$ cat config.mk
export PLATFORM = sky130hd
export DESIGN_NAME = wb_mem_master
export DESIGN_NICKNAME = d
export VERILOG_FILES = /design/src/rtl/wb_mem_master.sv
export SDC_FILE = /design/constraint.sdc
export NUM_CORES = 1
export LEC_CHECK = 0
export BUFFER_PORTS_ARGS = -buffer_cell sky130_fd_sc_hd__buf_2
export CORE_MARGIN = 2
export CORE_UTILIZATION = 40
export CTS_CLUSTER_SIZE = 16
export DETAILED_ROUTE_END_ITERATION = 16
export GPL_ROUTABILITY_DRIVEN = 0
export GPL_TIMING_DRIVEN = 0
export PLACE_DENSITY = 0.76
export SLEW_MARGIN = 20
export SYNTH_ARGS = -nofsm -noshare
export SYNTH_HDL_FRONTEND = slang
export SYNTH_SLANG_ARGS = --single-unit
export TNS_END_PERCENT = 20
$ cat constraint.sdc
create_clock -name clk_bus -period 1.75 [get_ports clk_bus]
set_clock_uncertainty 0.2 [all_clocks]
set_input_delay 0.175 -clock clk_bus [delete_from_list [all_inputs] [get_ports clk_bus]]
set_output_delay 0.175 -clock clk_bus [all_outputs]
set_load 0.01 [all_outputs]
$ cat src/rtl/wb_mem_master.sv
// Single-outstanding Wishbone classic master: CPU valid/ready request in,
// registered bus cycle with retry/backoff and timeout, valid/ready response out.
module wb_mem_master #(
    parameter int TIMEOUT   = 16,
    parameter int MAX_RETRY = 3
) (
    input  logic        clk_bus,
    input  logic        rst_bus,
    input  logic        req_valid,
    output logic        req_ready,
    input  logic [31:0] req_addr,
    input  logic [31:0] req_wdata,
    input  logic [3:0]  req_be,
    input  logic        req_we,
    output logic        resp_valid,
    input  logic        resp_ready,
    output logic [31:0] resp_rdata,
    output logic        resp_err,
    output logic        cyc_o,
    output logic        stb_o,
    output logic        we_o,
    output logic [31:0] adr_o,
    output logic [31:0] dat_o,
    output logic [3:0]  sel_o,
    input  logic [31:0] dat_i,
    input  logic        ack_i,
    input  logic        err_i,
    input  logic        rty_i
);

    // Counter widths stay at least one bit even for MAX_RETRY==0.
    localparam int RW = $clog2(MAX_RETRY + 2);
    localparam int TW = $clog2(TIMEOUT);

    typedef enum logic [1:0] {IDLE, BUS, BACKOFF, RESP} state_t;

    state_t        state_q, state_d;
    logic [RW-1:0] rcnt_q, rcnt_d;
    logic [TW-1:0] tcnt_q, tcnt_d;
    logic          cyc_d, stb_d, we_d, resp_valid_d, resp_err_d;
    logic [31:0]   adr_d, dat_d, resp_rdata_d;
    logic [3:0]    sel_d;

    assign req_ready = (state_q == IDLE) && rst_bus;

    always_ff @(posedge clk_bus) begin
        if (!rst_bus) begin
            state_q    <= IDLE;
            rcnt_q     <= '0;
            tcnt_q     <= '0;
            cyc_o      <= 1'b0;
            stb_o      <= 1'b0;
            we_o       <= 1'b0;
            adr_o      <= '0;
            dat_o      <= '0;
            sel_o      <= '0;
            resp_valid <= 1'b0;
            resp_rdata <= '0;
            resp_err   <= 1'b0;
        end else begin
            state_q    <= state_d;
            rcnt_q     <= rcnt_d;
            tcnt_q     <= tcnt_d;
            cyc_o      <= cyc_d;
            stb_o      <= stb_d;
            we_o       <= we_d;
            adr_o      <= adr_d;
            dat_o      <= dat_d;
            sel_o      <= sel_d;
            resp_valid <= resp_valid_d;
            resp_rdata <= resp_rdata_d;
            resp_err   <= resp_err_d;
        end
    end

    always_comb begin
        state_d      = state_q;
        rcnt_d       = rcnt_q;
        tcnt_d       = tcnt_q;
        cyc_d        = cyc_o;
        stb_d        = stb_o;
        we_d         = we_o;
        adr_d        = adr_o;
        dat_d        = dat_o;
        sel_d        = sel_o;
        resp_valid_d = resp_valid;
        resp_rdata_d = resp_rdata;
        resp_err_d   = resp_err;

        case (state_q)
            IDLE: begin
                if (req_valid) begin
                    adr_d   = req_addr;
                    dat_d   = req_wdata;
                    sel_d   = req_be;
                    we_d    = req_we;
                    cyc_d   = 1'b1;
                    stb_d   = 1'b1;
                    rcnt_d  = '0;
                    tcnt_d  = '0;
                    state_d = BUS;
                end
            end
            BUS: begin
                // Termination priority: ack > err > rty > timeout.
                if (ack_i) begin
                    cyc_d        = 1'b0;
                    stb_d        = 1'b0;
                    resp_valid_d = 1'b1;
                    resp_rdata_d = we_o ? 32'h0 : dat_i;
                    resp_err_d   = 1'b0;
                    state_d      = RESP;
                end else if (err_i || (rty_i && rcnt_q == RW'(MAX_RETRY)) ||
                             (!rty_i && tcnt_q == TW'(TIMEOUT - 1))) begin
                    cyc_d        = 1'b0;
                    stb_d        = 1'b0;
                    resp_valid_d = 1'b1;
                    resp_rdata_d = 32'h0;
                    resp_err_d   = 1'b1;
                    state_d      = RESP;
                end else if (rty_i) begin
                    rcnt_d  = rcnt_q + 1'b1;
                    cyc_d   = 1'b0;
                    stb_d   = 1'b0;
                    state_d = BACKOFF;
                end else begin
                    tcnt_d = tcnt_q + 1'b1;
                end
            end
            BACKOFF: begin
                cyc_d   = 1'b1;
                stb_d   = 1'b1;
                tcnt_d  = '0;
                state_d = BUS;
            end
            RESP: begin
                if (resp_ready) begin
                    resp_valid_d = 1'b0;
                    state_d      = IDLE;
                end
            end
            default: state_d = IDLE;
        endcase
    end

endmodule

==> flow_summary.rst <==
.. list-table::
   :header-rows: 1

   * - Metric
     - Value
   * - Y dimension of the die
     - 105 microns
   * - Total Routed Length
     - 14700 microns
   * - Number of antenna-violating nets in the routed design
     - 0
   * - R2r worst-path depth
     - 5
   * - Maximum operating frequency
     - 547 MHz
   * - Number of H-tree levels
     - 4
   * - Maximum VDD drop
     - 0.682 mV
   * - Fraction of the core area covered by cells at the end of the flow
     - 73.6%
   * - Share of Yosys cell area claimed by the top area cell type
     - 55.1%
   * - Global-route wire length before repair
     - 22600 microns
   * - Initial antenna violation count
     - 0
   * - Clock transition at the registers of the reported paths
     - 0.05 ns
   * - Worst hold path depth
     - 4
   * - Die span in x
     - 105 microns
   * - Slew margin rel.
     - 61.3%
   * - Routed length per placed instance
     - 15.5 microns
   * - Nature of the critical path endpoint
     - flop
   * - DP Area
     - 5350 sq um
   * - Flops & latches, synth
     - 113
   * - Static power due to leakage
     - 3.39 nW
   * - Clock insertion delay at the later pin of the skew report
     - 0.49 ns
   * - Most congested layer reported by global routing
     - met2
   * - Most frequent cells in the layout
     - 217 x sky130_fd_sc_hd__buf_2, 144 x sky130_fd_sc_hd__nand2_1, 110 x sky130_fd_sc_hd__dlygate4sd3_1
   * - Number of buffers between clock root and the deepest sink
     - 2
   * - Cell area after layout
     - 7260 sq um
   * - Number of violations reported at the end of detailed-routing iteration 0
     - 228
   * - Final Hold Violating Endpoints
     - 0
   * - Power per standard cell area
     - 1000 nW/um^2
   * - Top flip-flop cell by instance count after synthesis
     - sky130_fd_sc_hd__dfxtp_1
   * - Tightest Hold Check Type
     - in2reg
   * - Count of inserted antenna diode cells
     - 0
   * - Layout cell share with drive strength beyond 1
     - 35.4%
   * - Final worst path period need
     - 1.83 ns
   * - Largest driver fanout on the critical path
     - 4
   * - Pin count of the biggest net entering global routing
     - 17
   * - RSZ-0062 raised after global routing
     - yes
   * - Total negative slack
     - -1.06 ns
   * - Core box area
     - 9860 sq um
   * - Half-perimeter wire length after detailed placement
     - 8480 microns
   * - Number of flops mapped to enable cells by yosys
     - 0
   * - Max_cap viols
     - 0
   * - Post-synthesis cell type count
     - 36
   * - Area contributors post-synth
     - sky130_fd_sc_hd__dfxtp_1 55%, sky130_fd_sc_hd__nand2_1 13%, sky130_fd_sc_hd__a21oi_1 8.9%
   * - Failing checks
     - negative setup slack
   * - Commonest non-fill, non-tap cell in the layout
     - sky130_fd_sc_hd__buf_2
   * - Mean Syn Cell Area
     - 9.07 sq um
   * - Total global-route track usage
     - 25.2%
   * - TritonCTS clock tree
     - yes
   * - Fill cells
     - 690
   * - Master cell of the clock root buffer
     - sky130_fd_sc_hd__clkbuf_8
   * - Crit Path Category
     - reg2reg
   * - Count of port buffers added during placement
     - 212
   * - Fraction of registers with async set or reset after synthesis
     - 0%
   * - Total iterations of the first detailed-routing run
     - 5
   * - Layout Nets
     - 913
   * - Initial core utilization
     - 41.7%
   * - Final number of max-transition violations
     - 0
   * - Top-level I/O count
     - 214
   * - Result of the run
     - complete, but fails checks
   * - Data required time at the worst endpoint
     - 1.98 ns
   * - Synthesized area
     - 4110 sq um
   * - Largest area contributor in the netlist
     - sky130_fd_sc_hd__dfxtp_1
   * - DR vias/cell
     - 4.96
   * - Portion of the post-synthesis area used by sequential elements
     - 55.1%
   * - Sequential cell area in the final layout
     - 2270 sq um
   * - Number of global-route vias before repair
     - 4743
   * - Number of buffers added by the clock tree synthesis step
     - 17
   * - Cell Rows
     - 36
   * - Setup WS post-layout
     - -0.0771 ns
   * - Area used by multi-input combinational logic
     - 1690 sq um
   * - Die footprint
     - 11100 sq um
   * - Setup violations, final
     - 34
   * - GRT Residual Overflow
     - 0
   * - Vias
     - 4699
   * - Met1 usage
     - 27.7%
   * - GR Layer Usage met2
     - 45.2%
   * - Relative area change from synthesis to final layout
     - 76.7%
   * - Non-filler cells, final
     - 947
   * - Endpoint arrival time on the critical path
     - 2.06 ns
   * - Yosys warning count
     - 0
   * - Post-layout total power
     - 7.27 mW
   * - Cell Count Post-Placement
     - 798
   * - Clock net sink count
     - 113
   * - GR Layer Usage met3
     - 6.93%
   * - Slew at the pin closest to its max-slew limit
     - 0.580 ns
   * - Fraction of the cycle the final worst path needs
     - 104%
   * - CP Launch Type
     - flop
   * - Number of instances in the synthesized netlist
     - 453
   * - DRC violations left
     - 0
   * - Synthesized netlist net count
     - 564
[area by class of cell]
class                   count  area share [%]
flip-flops and latches    113            31.2
well taps                 133            2.29
repair buffers            330            31.3
multi-input cells         295            23.2
clock inverters             5            1.03
clock buffers              26            6.86
inverters                   6           0.310
plain buffers              39            3.77
[through the flow]
stage	setup WS (ns)	hold slack, ns
floorplan	-0.0214	0.0879
global placement	-0.150	0.185
detailed placement	-0.172	0.190
CTS	-0.0909	-0.132
global route	-0.117	0.142
finish	-0.0771	0.127
[metal layers]
layer,up-vias,routed length [microns]
li1,2270,-
met1,2172,5700
met2,211,7610
met3,46,933
met4,0,464
met5,-,0
[kinds of logic (layout without fill, tap and decap cells)]
family	Yosys count	count (layout)	synth area share [%]
AOI/OAI and AO/OA	120	120	20.0
adders and majority gates	3	3	0.914
buffers and inverters	45	406	5.72
DFF	113	113	55.1
muxes	4	4	0.974
and+or+nand+nor	168	168	17.4
[sequential cells by signal, indices dropped and copies added, names as in the netlist, 2 cells and up]
signal and cells:
state_q 2, rcnt_q 3, dat_o 32, sel_o 4, resp_rdata 32, tcnt_q 4, adr_o 32
[synthesized netlist by cell type (3+ instances only)]
cell type                  number
sky130_fd_sc_hd__nand2_1      144
sky130_fd_sc_hd__dfxtp_1      113
sky130_fd_sc_hd__a21oi_1       73
sky130_fd_sc_hd__a32o_1        33
sky130_fd_sc_hd__clkbuf_1      16
sky130_fd_sc_hd__buf_2         14
sky130_fd_sc_hd__nand3_1        7
sky130_fd_sc_hd__inv_1          6
sky130_fd_sc_hd__buf_6          5
sky130_fd_sc_hd__mux2i_1        4
sky130_fd_sc_hd__buf_4          3
sky130_fd_sc_hd__ha_1           3
sky130_fd_sc_hd__nand2b_1       3
[final timing paths]
path,start,endpoint,slack (ns)
max,rcnt_q[0]$_SDFFE_PN0P_,rcnt_q[2]$_SDFFE_PN0P_,-0.08
min,rst_bus,state_q[0]$_SDFFE_PN0P_,0.13
max reg2reg,rcnt_q[0]$_SDFFE_PN0P_,rcnt_q[2]$_SDFFE_PN0P_,-0.08
min reg2reg,dat_o[19]$_SDFFE_PN0P_,dat_o[19]$_SDFFE_PN0P_,0.25
[critical path, stage by stage, from the launching register on]
cell,delay (ns)
sky130_fd_sc_hd__dfxtp_2,0.33
sky130_fd_sc_hd__ha_4,0.16
sky130_fd_sc_hd__ha_4,0.17
sky130_fd_sc_hd__or4b_4,0.52
sky130_fd_sc_hd__o41ai_4,0.22
sky130_fd_sc_hd__o21a_1,0.17
[repair_timing]
item	CTS	global route
endpoints found under the hold margin	111	1
buffers inserted	5	0
hold buffers	109	1
pin swaps	17	26
endpoints found under the setup margin	52	66
cloned	2	1
resized for setup	24	21
[power breakdown]
part	internal (mW)	switching (mW)	total, mW
logic	0.590	0.576	1.17
registers	2.74	0.0880	2.82
clock network	2.20	1.08	3.28
(Power assumes the default switching activity.)
